[src/rtl/drive_cmd_scheduler.sv]
// drive_cmd_scheduler: arbitrates drive-command requesters onto the shared JSON/UART frame sender.
// Build option CMD_DEDUP_EN: requests repeating last_cmd (keepalive not due) are acknowledged and dropped.
module drive_cmd_scheduler #(
    parameter int N_REQ             = 3,
    parameter int MIN_GAP_CYCLES    = 50_000,
    parameter int KEEPALIVE_CYCLES  = 25_000_000,
    parameter int TX_TIMEOUT_CYCLES = 5_000_000
) (
    input  logic               clk,
    input  logic               rst,
    input  logic [N_REQ-1:0]   req_valid,
    input  logic [3*N_REQ-1:0] req_cmd,
    output logic [N_REQ-1:0]   req_ready,
    input  logic               estop,
    input  logic               tx_busy,
    input  logic               tx_done,
    output logic               tx_start,
    output logic [2:0]         tx_cmd,
    output logic [2:0]         last_cmd,
    output logic [15:0]        frames_sent,
    output logic               tx_error,
    output logic               sched_busy
);

    // state     | meaning
    // ----------+------------------------------------------------------------
    // IDLE      | choose estop STOP, a requester, or a keepalive re-send
    // LAUNCH    | tx_cmd loaded; waits for tx_busy low, then pulses tx_start
    // WAIT_DONE | frame in flight; leaves on tx_done or on timeout
    // GAP       | enforced quiet time of MIN_GAP_CYCLES before the next pick
    typedef enum logic [1:0] {
        IDLE      = 2'd0,
        LAUNCH    = 2'd1,
        WAIT_DONE = 2'd2,
        GAP       = 2'd3
    } state_t;

    localparam logic [2:0]  CMD_STOP     = 3'b000;
    localparam bit          KA_EN        = (KEEPALIVE_CYCLES > 0);
    localparam bit          GAP_EN       = (MIN_GAP_CYCLES > 0);
    localparam logic [31:0] KA_LIMIT     = KA_EN ? 32'(KEEPALIVE_CYCLES - 1) : 32'd0;
    localparam logic [31:0] GAP_LOAD     = GAP_EN ? 32'(MIN_GAP_CYCLES - 1) : 32'd0;
    localparam logic [31:0] TIMEOUT_LOAD = (TX_TIMEOUT_CYCLES > 0) ? 32'(TX_TIMEOUT_CYCLES - 1) : 32'd0;

    state_t             state;
    logic [31:0]        ka_cnt;
    logic [31:0]        timer;
    logic               ka_due;
    logic [N_REQ-1:0]   pending;
    logic [N_REQ-1:0]   grant;
    logic [2:0]         grant_cmd;
    logic               req_found;
    logic               take_stop;
    logic               dup_drop;

    assign ka_due    = KA_EN && (ka_cnt >= KA_LIMIT);
    assign take_stop = estop && ((last_cmd != CMD_STOP) || ka_due);

    // A requester already acknowledged this cycle is masked so a discarded
    // request still held for one more cycle is not acknowledged twice.
    assign pending = req_valid & ~req_ready;

    always_comb begin
        grant     = '0;
        grant_cmd = CMD_STOP;
        req_found = 1'b0;
        for (int i = N_REQ - 1; i >= 0; i--) begin
            if (pending[i]) begin
                grant     = '0;
                grant[i]  = 1'b1;
                grant_cmd = req_cmd[3*i +: 3];
                req_found = 1'b1;
            end
        end
    end

`ifdef CMD_DEDUP_EN
    assign dup_drop = (grant_cmd == last_cmd) && !ka_due;
`else
    assign dup_drop = 1'b0;
`endif

    // GAP holds for MIN_GAP_CYCLES cycles after the cycle tx_done is seen;
    // IDLE and LAUNCH then add two more cycles before tx_start is visible.
    always_ff @(posedge clk or posedge rst) begin
        if (rst) begin
            state       <= IDLE;
            ka_cnt      <= '0;
            timer       <= '0;
            req_ready   <= '0;
            tx_start    <= 1'b0;
            tx_cmd      <= CMD_STOP;
            last_cmd    <= CMD_STOP;
            frames_sent <= '0;
            tx_error    <= 1'b0;
            sched_busy  <= 1'b0;
        end else begin
            req_ready <= '0;
            tx_start  <= 1'b0;
            if (state != LAUNCH && ka_cnt != 32'hFFFF_FFFF)
                ka_cnt <= ka_cnt + 32'd1;

            case (state)
                IDLE: begin
                    if (take_stop) begin
                        tx_cmd     <= CMD_STOP;
                        state      <= LAUNCH;
                        sched_busy <= 1'b1;
                    end else if (req_found) begin
                        req_ready <= grant;
                        if (!estop && !dup_drop) begin
                            tx_cmd     <= grant_cmd;
                            state      <= LAUNCH;
                            sched_busy <= 1'b1;
                        end
                    end else if (ka_due) begin
                        tx_cmd     <= last_cmd;
                        state      <= LAUNCH;
                        sched_busy <= 1'b1;
                    end
                end

                LAUNCH: begin
                    if (!tx_busy) begin
                        tx_start <= 1'b1;
                        last_cmd <= tx_cmd;
                        if (frames_sent != 16'hFFFF)
                            frames_sent <= frames_sent + 16'd1;
                        ka_cnt   <= '0;
                        timer    <= TIMEOUT_LOAD;
                        state    <= WAIT_DONE;
                    end
                end

                WAIT_DONE: begin
                    if (tx_done || timer == '0) begin
                        if (!tx_done)
                            tx_error <= 1'b1;
                        if (GAP_EN) begin
                            timer <= GAP_LOAD;
                            state <= GAP;
                        end else begin
                            state      <= IDLE;
                            sched_busy <= 1'b0;
                        end
                    end else begin
                        timer <= timer - 32'd1;
                    end
                end

                GAP: begin
                    if (timer == '0) begin
                        state      <= IDLE;
                        sched_busy <= 1'b0;
                    end else begin
                        timer <= timer - 32'd1;
                    end
                end

                default: begin
                    state      <= IDLE;
                    sched_busy <= 1'b0;
                end
            endcase
        end
    end

endmodule

[config.mk]
export PLATFORM = sky130hd
export DESIGN_NAME = drive_cmd_scheduler
export DESIGN_NICKNAME = d
export VERILOG_FILES = /design/src/rtl/drive_cmd_scheduler.sv
export SDC_FILE = /design/constraint.sdc
export NUM_CORES = 1
export LEC_CHECK = 0
export ABC_CLOCK_PERIOD_IN_PS = 5900
export CAP_MARGIN = 20
export CORE_UTILIZATION = 50
export CTS_BUF_LIST = sky130_fd_sc_hd__clkbuf_4 sky130_fd_sc_hd__clkbuf_8 sky130_fd_sc_hd__clkbuf_16
export CTS_CLUSTER_DIAMETER = 100
export DETAILED_ROUTE_END_ITERATION = 16
export GPL_TIMING_DRIVEN = 1
export PLACE_DENSITY = 0.8
export SETUP_SLACK_MARGIN = 0.1
export SKIP_CTS_REPAIR_TIMING = 1
export SYNTH_ARGS = -nofsm -noshare
export SYNTH_HDL_FRONTEND = slang
export SYNTH_SLANG_ARGS = --single-unit
[constraint.sdc]
create_clock -name clk -period 5.9 [get_ports clk]
set_input_delay 1.18 -clock clk [delete_from_list [all_inputs] [get_ports clk]]
set_output_delay 1.18 -clock clk [all_outputs]
set_load 0.02 [all_outputs]
Word level (Yosys, flattened, before mapping)

Index checks and enable logic that the tools add are counted.

Register bits after elaboration: 94
Input port bits: 17
Output and inout port bits: 28
Logic and storage cells: 87

$add $sub $neg: 3
Order comparisons: 1
Equal/unequal tests: 13
Multiplexer cells: 39
Bitwise logic cells: 4
Reductions and logical operators: 17

Operator list:

| kind                                                  | count |
|---|---|
| two-way mux 32 bit                                    | 6 |
| case mux 32 bit (3 select lines)                      | 1 |
| two-way mux 3 bit                                     | 13 |
| adder 32 x 1 -> 32 bit, second input constant         | 1 |
| >= comparator 32 x 25 -> 1 bit, second input constant | 1 |
| zero test 32 bit                                      | 1 |
| inequality test 32 bit, second input constant         | 1 |
| subtractor 32 x 1 -> 32 bit, second input constant    | 1 |
| adder 16 x 1 -> 16 bit, second input constant         | 1 |
| inequality test 16 bit, second input constant         | 1 |
| two-way mux 2 bit                                     | 7 |
| AND reduction 3 bit                                   | 4 |
| two-way mux 1 bit                                     | 10 |
| nonzero test 3 bit                                    | 3 |
| inequality test 2 bit, second input constant          | 4 |
| inequality test 4 bit, second input constant          | 2 |
| case mux 2 bit (4 select lines)                       | 1 |
| AND reduction 5 bit                                   | 1 |
| == test 2 bit, second input constant                  | 2 |
| AND reduction 4 bit                                   | 1 |
| bitwise AND 3 bit                                     | 1 |
| inequality test 3 x 2 -> 1 bit, second input constant | 1 |
| NOT 3 bit                                             | 1 |
| == test 2 x 1 -> 1 bit, second input constant         | 1 |
| 8 further kinds                                       | 11 |

Longest topological paths before layout

Gate-level depths: netlist of the first run.

Word-level depth: 8
Depth in mapped cells: 11
Gate-level depth less buffers: 9

Least setup slack after synthesis of the first run

No wires, ideal clock.

Kind: input to register
Start point: input req_valid[0]
End point: register state[1]
Library setup time: 128 ps
Arrival time: 2495 ps
Required time: 5772 ps
Slack: 3278 ps
Stages on the path: 6
Path buffers: 1
Cell sequence: nor2b_1 > clkbuf_1 > nor3_1 > mux2_2 > a31oi_1 > mux2_1

Cells in the longest elaborated chain, start to end: 5
Elaborated cells on any way between the ends: 8
Those cells by class: eq/ne (2); mux (4); bitwise (1); reduce/logical (1)

Ends and longest elaborated chain:

| what                            | RTL line | text |
|---|---|---|
| from (decl)                     | 11       | `input logic [N_REQ-1:0] req_valid,` |
| bitwise AND 3 bit (*)           | 61       | `assign pending = req_valid & ~req_ready;` |
| two-way mux 1 bit (*)           | 68       | `if (pending[i]) begin` |
| two-way mux 2 bit               | 109      | `end else if (req_found) begin` |
| two-way mux 2 bit               | 105      | `if (take_stop) begin` |
| case mux 2 bit (4 select lines) | 103      | `case (state)` |
| to (signal assigned)            | 107      | `state <= LAUNCH;` |
| to (signal assigned)            | 113      | `state <= LAUNCH;` |
| to (signal assigned)            | 118      | `state <= LAUNCH;` |
| to (decl)                       | 45       | `state_t state;` |

Mark *: on every way between the ends. The rest lies on a longest branch, timed or not.
A chain may end at the register's enable or synchronous reset.

Final worst setup path of the first run

Start point: register timer[17]
End point: register timer[25]

Cells in the longest elaborated chain, start to end: 4
Elaborated cells on any way between the ends: 8
Those cells by class: add/sub (1); eq/ne (1); mux (3); reduce/logical (3)

Ends and longest elaborated chain:

| what                                                                | RTL line | text |
|---|---|---|
| from (decl)                                                         | 47       | `logic [31:0] timer;` |
| from (signal assigned)                                              | 147      | `timer <= timer - 32'd1;` |
| from (signal assigned)                                              | 156      | `timer <= timer - 32'd1;` |
| branches (longest 4 deep; another with subtractor 32 x 1 -> 32 bit) | --       |  |

Several ways; the timed one is not identified. The select of a mux whose other input is x is not followed.

==> run summary, run 1 <==
Main synth FF type: dfrtp_1
Req. time, crit path: 6.19 ns
Cell area power density: 346 nW/µm²
Core area: 9910 µm²
Critical path class: reg2reg
Clk sinks: 94
Post-synth EDFFs: 0
Mapped Nets: 582
DR pass1 iterations: 5
Setup violations, final: 0
Layout Nets: 624
Reg2reg setup slack: 2.89 ns
Final Max Tran Viols: 0
Clk buf depth: 2
Num rows: 36
Num ports: 45
Pin count of the biggest net entering global routing: 49
Number of antenna violations at the first check in global routing: 0
Syn_area_per_cell: 9.31 µm²
DPL Wire Length: 8210 µm
Layout area overhead: 14.2%
Endpoints failing hold: 0
CTS root buf: clkbuf_8
Finished Cell Area: 5920 µm²
Post-Syn Instances: 557
Post-synthesis sequential area ratio: 0.454
Htree depth: 3
Tightest Hold Check Type: reg2reg
Peak VDD IR: 0.193 mV
Crit path launch type: register
First-pass GRT wire length: 19700 µm
Outcome: completed
Slew @ Worst Pin: 0.926 ns
CP Max Fanout: 18
FILL cells: 881
Reg-to-reg endpoint: timer[25]
GR Overflow Total: 0
Layout cells sized above 1: 0.0596
Slew margin rel.: 0.378
R2R cell count: 6
Synth Cell Area: 5180 µm²
Vias in the first global route: 4164
Minimum clock period: 3.01 ns
Chip height: 104 µm
Critical path endpoint category: register
Fmax: 332 MHz
Tot Pwr: 2.05 mW
Hold Path Depth: 2
Die Footprint: 10800 µm²
Area after DPL: 5720 µm²
WP data arrival: 3.30 ns
Most common cell after layout, fill and taps aside: dfrtp_1
Ys async rst share: 1.00
Number of library cell types mapped by synthesis: 62
CTS clk-pin slew, worst paths: 0.10 ns
Setup ws final: 2.89 ns
Most frequent cells in the layout: dfrtp_1, nor2_1, nand2_1, clkdlybuf4s50_1
Antenna Nets Post-Route: 0
Synth top area cells: dfrtp_1, nor2_1, xnor2_1
Max cap viols: 0
Hold Path End: last_cmd[2]
Min-delay src: tx_cmd[2]
Leakage: 2.52 nW
Top cell type's share of synthesized area: 0.454
Routability cong.: 0.895
RSZ-0062 raised after global routing: false
Num CTS Buffers: 9
Period utilisation layout: 0.511
First DRT Iteration DRCs: 241
Final clock skew: 0.0153 ns
FF-to-FF Start: timer[17]
Port buffer count: 44
DIE WIDTH: 104 µm
Number of synthesized register bits: 94
CTS tree: yes
Via density: 5.98
GRT Overall Usage: 0.220
Post-place setup slack: 2.57 ns
Setup_tns: 0 ns
Synth area leader: dfrtp_1
Final wirelength: 11600 µm
Residual DRC: 0
Yosys Warn Count: 0
Skew-Pair Late Insertion Delay: 0.36 ns
Diode count: 0
Initial Utilization: 0.523
Via count: 4406
WL/cell: 15.7 µm
-- per-layer routing --
layer  routed length (µm)  global-route usage
met5                    0                   0
met3                  622              0.0422
met4                   95              0.0663
met2                 5440               0.355
met1                 5430               0.301
-- report_power, final --
part	leakage, nW	total (mW)	internal, mW	switching [mW]
Combinational	1.18	0.765	0.296	0.469
Sequential	1.23	0.848	0.742	0.105
Clock	0.101	0.436	0.204	0.232
Total	2.52	2.05	1.24	0.807
-- layout make-up --
type / count / area, µm² / share of cell area
repair buffers: 46 / 455 / 0.0769
clock buffers: 10 / 131 / 0.0222
multi-input cells: 432 / 2690 / 0.454
clock inverters: 6 / 68.8 / 0.0116
well taps: 133 / 166 / 0.0281
inverters: 16 / 61.3 / 0.0104
flip-flops and latches: 94 / 2350 / 0.397
-- critical path: stages (launching register included) --
cell,delay [ns]
dfrtp_1,0.42
nor4_1,0.56
nand3_1,0.27
nor4_4,0.87
or2b_1,0.49
o21ai_0,0.18
a21oi_1,0.15
-- Yosys cell counts, types with 3 or more instances --
cell	count
a21oi_1	14
a22o_1	3
a22oi_1	6
a31oi_1	8
a32o_1	4
and2_1	7
and3_1	13
and4_1	8
and4b_1	3
buf_6	3
clkbuf_1	9
dfrtp_1	94
ha_1	8
inv_1	16
nand2_1	50
nand2b_1	3
nand3_1	25
nand3b_1	4
nand4_1	15
nand4b_1	4
nor2_1	72
nor2_2	3
nor2b_1	4
nor3_1	22
nor4_1	15
o211ai_1	4
o21ai_0	26
o31ai_1	10
o41ai_1	3
or3_1	7
or4_1	3
or4b_1	3
xnor2_1	26
xor2_1	23
-- stage by stage --
| step | hold slack (ns) | instances | utilization |
|---|---|---|---|
| floorplan | 0.468 | 557 | - |
| detailed placement | 0.483 | 721 | 0.577 |
| finish | 0.496 | 737 | 0.598 |
| global placement | 0.474 | 721 | 0.577 |
| CTS | 0.504 | 737 | 0.598 |
| global route | 0.522 | 737 | 0.598 |
-- sequential cells by signal, indices dropped and copies added (netlist names), 2 cells and up --
register	cells
state	2
req_ready	3
timer	32
frames_sent	16
tx_cmd	3
ka_cnt	32
last_cmd	3
-- cell families (layout without fill, tap and decap cells) --
group           count (synthesis)  in the layout  synth area share
compound gates                 97             97             0.125
xor+xnor                       49             49            0.0828
simple gates                  275            275             0.284
fa+ha+maj                       8              8            0.0193
buf+inv                        31             78            0.0280
flops                          94             94             0.454
mux                             3              3           0.00652
-- worst max path at each step --
stage / from / to / slack (ns)
after floorplan: rst / frames_sent[0] / 2.27
after global placement: req_valid[0] / state[1] / 2.69
after detailed placement: req_valid[0] / state[1] / 2.57
after CTS: timer[20] / timer[25] / 2.89
after global routing: timer[26] / timer[25] / 2.67
final: timer[17] / timer[25] / 2.89
(Power assumes the default switching activity.)
==> run 2, diff against run 1 <==
- ABC_CLOCK_PERIOD_IN_PS: 5900 -> 3000
- clock period: 5.9 -> 3 ns (I/O delays scaled with it)
==> run 2 against run 1 <==
- fmax rose by 18%
- critical path type unchanged
- clock skew fell by 0.0019 ns
- critical path depth up 1
- largest cell class unchanged
- final cell count grew 1.4%
- flip-flop and latch count unchanged
- highest routed layer unchanged
- global-route usage rose by 1.5 points
==> run summary, run 2 (synthesis results as in run 1) <==
Layout area overhead: 15.7%
First-pass GRT wire length: 20800 µm
Setup violations, final: 0
Diode count: 0
Tot Pwr: 4.06 mW
Residual DRC: 0
Critical path endpoint category: register
Num CTS Buffers: 9
Slew @ Worst Pin: 0.738 ns
Peak VDD IR: 0.367 mV
Clock power frac: 0.201
CTS clk-pin slew, worst paths: 0.10 ns
Antenna Nets Post-Route: 0
Tightest Hold Check Type: reg2reg
Die Footprint: 10800 µm²
Chip height: 104 µm
DPL Wire Length: 8710 µm
Max cap viols: 0
Layout cells sized above 1: 0.0749
Hold Path End: tx_error
RSZ-0062 raised after global routing: false
Num ports: 45
Minimum clock period: 2.55 ns
Reg-to-reg endpoint: timer[22]
Outcome: completed
GR Util met1: 0.328
Net switching power: 1.65 mW
Period utilisation layout: 0.851
Cell area power density: 678 nW/µm²
Clk buf depth: 2
Final Core Density: 0.605
CP max-delay cell: nor4_1
Most common cell after layout, fill and taps aside: dfrtp_1
Most frequent cells in the layout: dfrtp_1, nor2_1, nand2_1, clkdlybuf4s50_1
Via density: 6.04
Setup_tns: 0 ns
DIE WIDTH: 104 µm
CTS tree: yes
Reg power frac: 0.413
Via count: 4515
Busiest grt layer: met2
CP Max Fanout: 18
Req. time, crit path: 3.24 ns
Slowest Stage Delay on Critical Path: 0.64 ns
Htree depth: 3
Most used cell, CP: and3_1
Setup ws final: 0.446 ns
Layout Nets: 634
Biggest regs: ka_cnt: 32 flops, timer: 32 flops, frames_sent: 16 flops
R2R cell count: 7
Critical path class: reg2reg
Crit-path cells: nor4_1, and3_1, and3_1, a21o_2, and2_1, buf_4, o22ai_1
Port buffer count: 44
Endpoints failing hold: 0
Internal power: 2.41 mW
Hold Path Depth: 1
Pin count of the biggest net entering global routing: 56
Slew margin rel.: 0.503
Post-place setup slack: 0.416 ns
WP data arrival: 2.79 ns
Leakage: 2.56 nW
Final Non-Filler Cells: 747
Switching Fraction: 0.407
FF-to-FF Start: timer[20]
Core area: 9910 µm²
Skew-Pair Late Insertion Delay: 0.37 ns
Placed Instances: 731
Number of antenna violations at the first check in global routing: 0
Final Max Tran Viols: 0
Fmax: 392 MHz
Clk sinks: 94
CTS root buf: clkbuf_8
Reg2reg setup slack: 0.45 ns
Final clock skew: 0.0134 ns
Crit path launch type: register
Routability cong.: 0.892
Met2 Track Usage GR: 0.377
WL/cell: 16.2 µm
Worst path bufs/invs: 1
Met3 usage: 0.0409
Top delay family on crit path: simple AND/OR/NAND/NOR gates
GR Overflow Total: 0
First DRT Iteration DRCs: 328
DR pass1 iterations: 5
Num rows: 36
GRT Overall Usage: 0.235
Vias in the first global route: 4361
Min-delay src: tx_error
Comb pwr share: 0.386
Final wirelength: 12100 µm
Initial Utilization: 0.523
-- run 2: power groups by stage --
stage / sequential [mW] / combinational, mW / clock (mW)
4_1_cts: 1.67 / 1.56 / 0.832
5_1_grt: 1.71 / 1.72 / 0.885
2_1_floorplan: 1.72 / 1.04 / 0
3_5_place_dp: 1.69 / 1.56 / 0
6_report: 1.68 / 1.57 / 0.817
3_3_place_gp: 1.68 / 1.50 / 0
-- run 2: metrics by stage --
stage / area (µm²) / hold WS, ns
finish: 6000 / 0.490
global route: 6000 / 0.502
CTS: 6000 / 0.486
detailed placement: 5810 / 0.453
global placement: 5810 / 0.439
floorplan: 5190 / 0.468
-- run 2: final cells by class --
cell class	count	area (µm²)
flip-flops and latches	94	2350
repair buffers	56	543
multi-input cells	432	2690
clock buffers	9	124
clock inverters	7	62.6
inverters	16	63.8
well taps	133	166
fillers	816	3910
-- run 2: worst max-delay path by stage --
stage                    start         to  slack, ns  depth (start not counted)
global route         timer[20]  timer[22]       0.25                          7
finish               timer[20]  timer[22]       0.45                          7
global placement       tx_busy  timer[25]       0.53                          5
CTS                 ka_cnt[28]   state[1]       0.48                          6
detailed placement     tx_busy   timer[8]       0.42                          5
floorplan           ka_cnt[28]   state[1]       0.79                          6
-- run 2: per-layer routing --
layer,up-vias,wire (µm),part of all wire
met4,0,153,0.013
li1,2131,-,-
met2,202,5630,0.47
met3,17,763,0.063
met5,-,0,0
met1,2165,5550,0.46
==> run 3, diff against run 2 <==
- SKIP_CTS_REPAIR_TIMING: 1 -> default
==> results of run 3 <==
The final DEF is identical to that of run 2; final timing and power are the same.
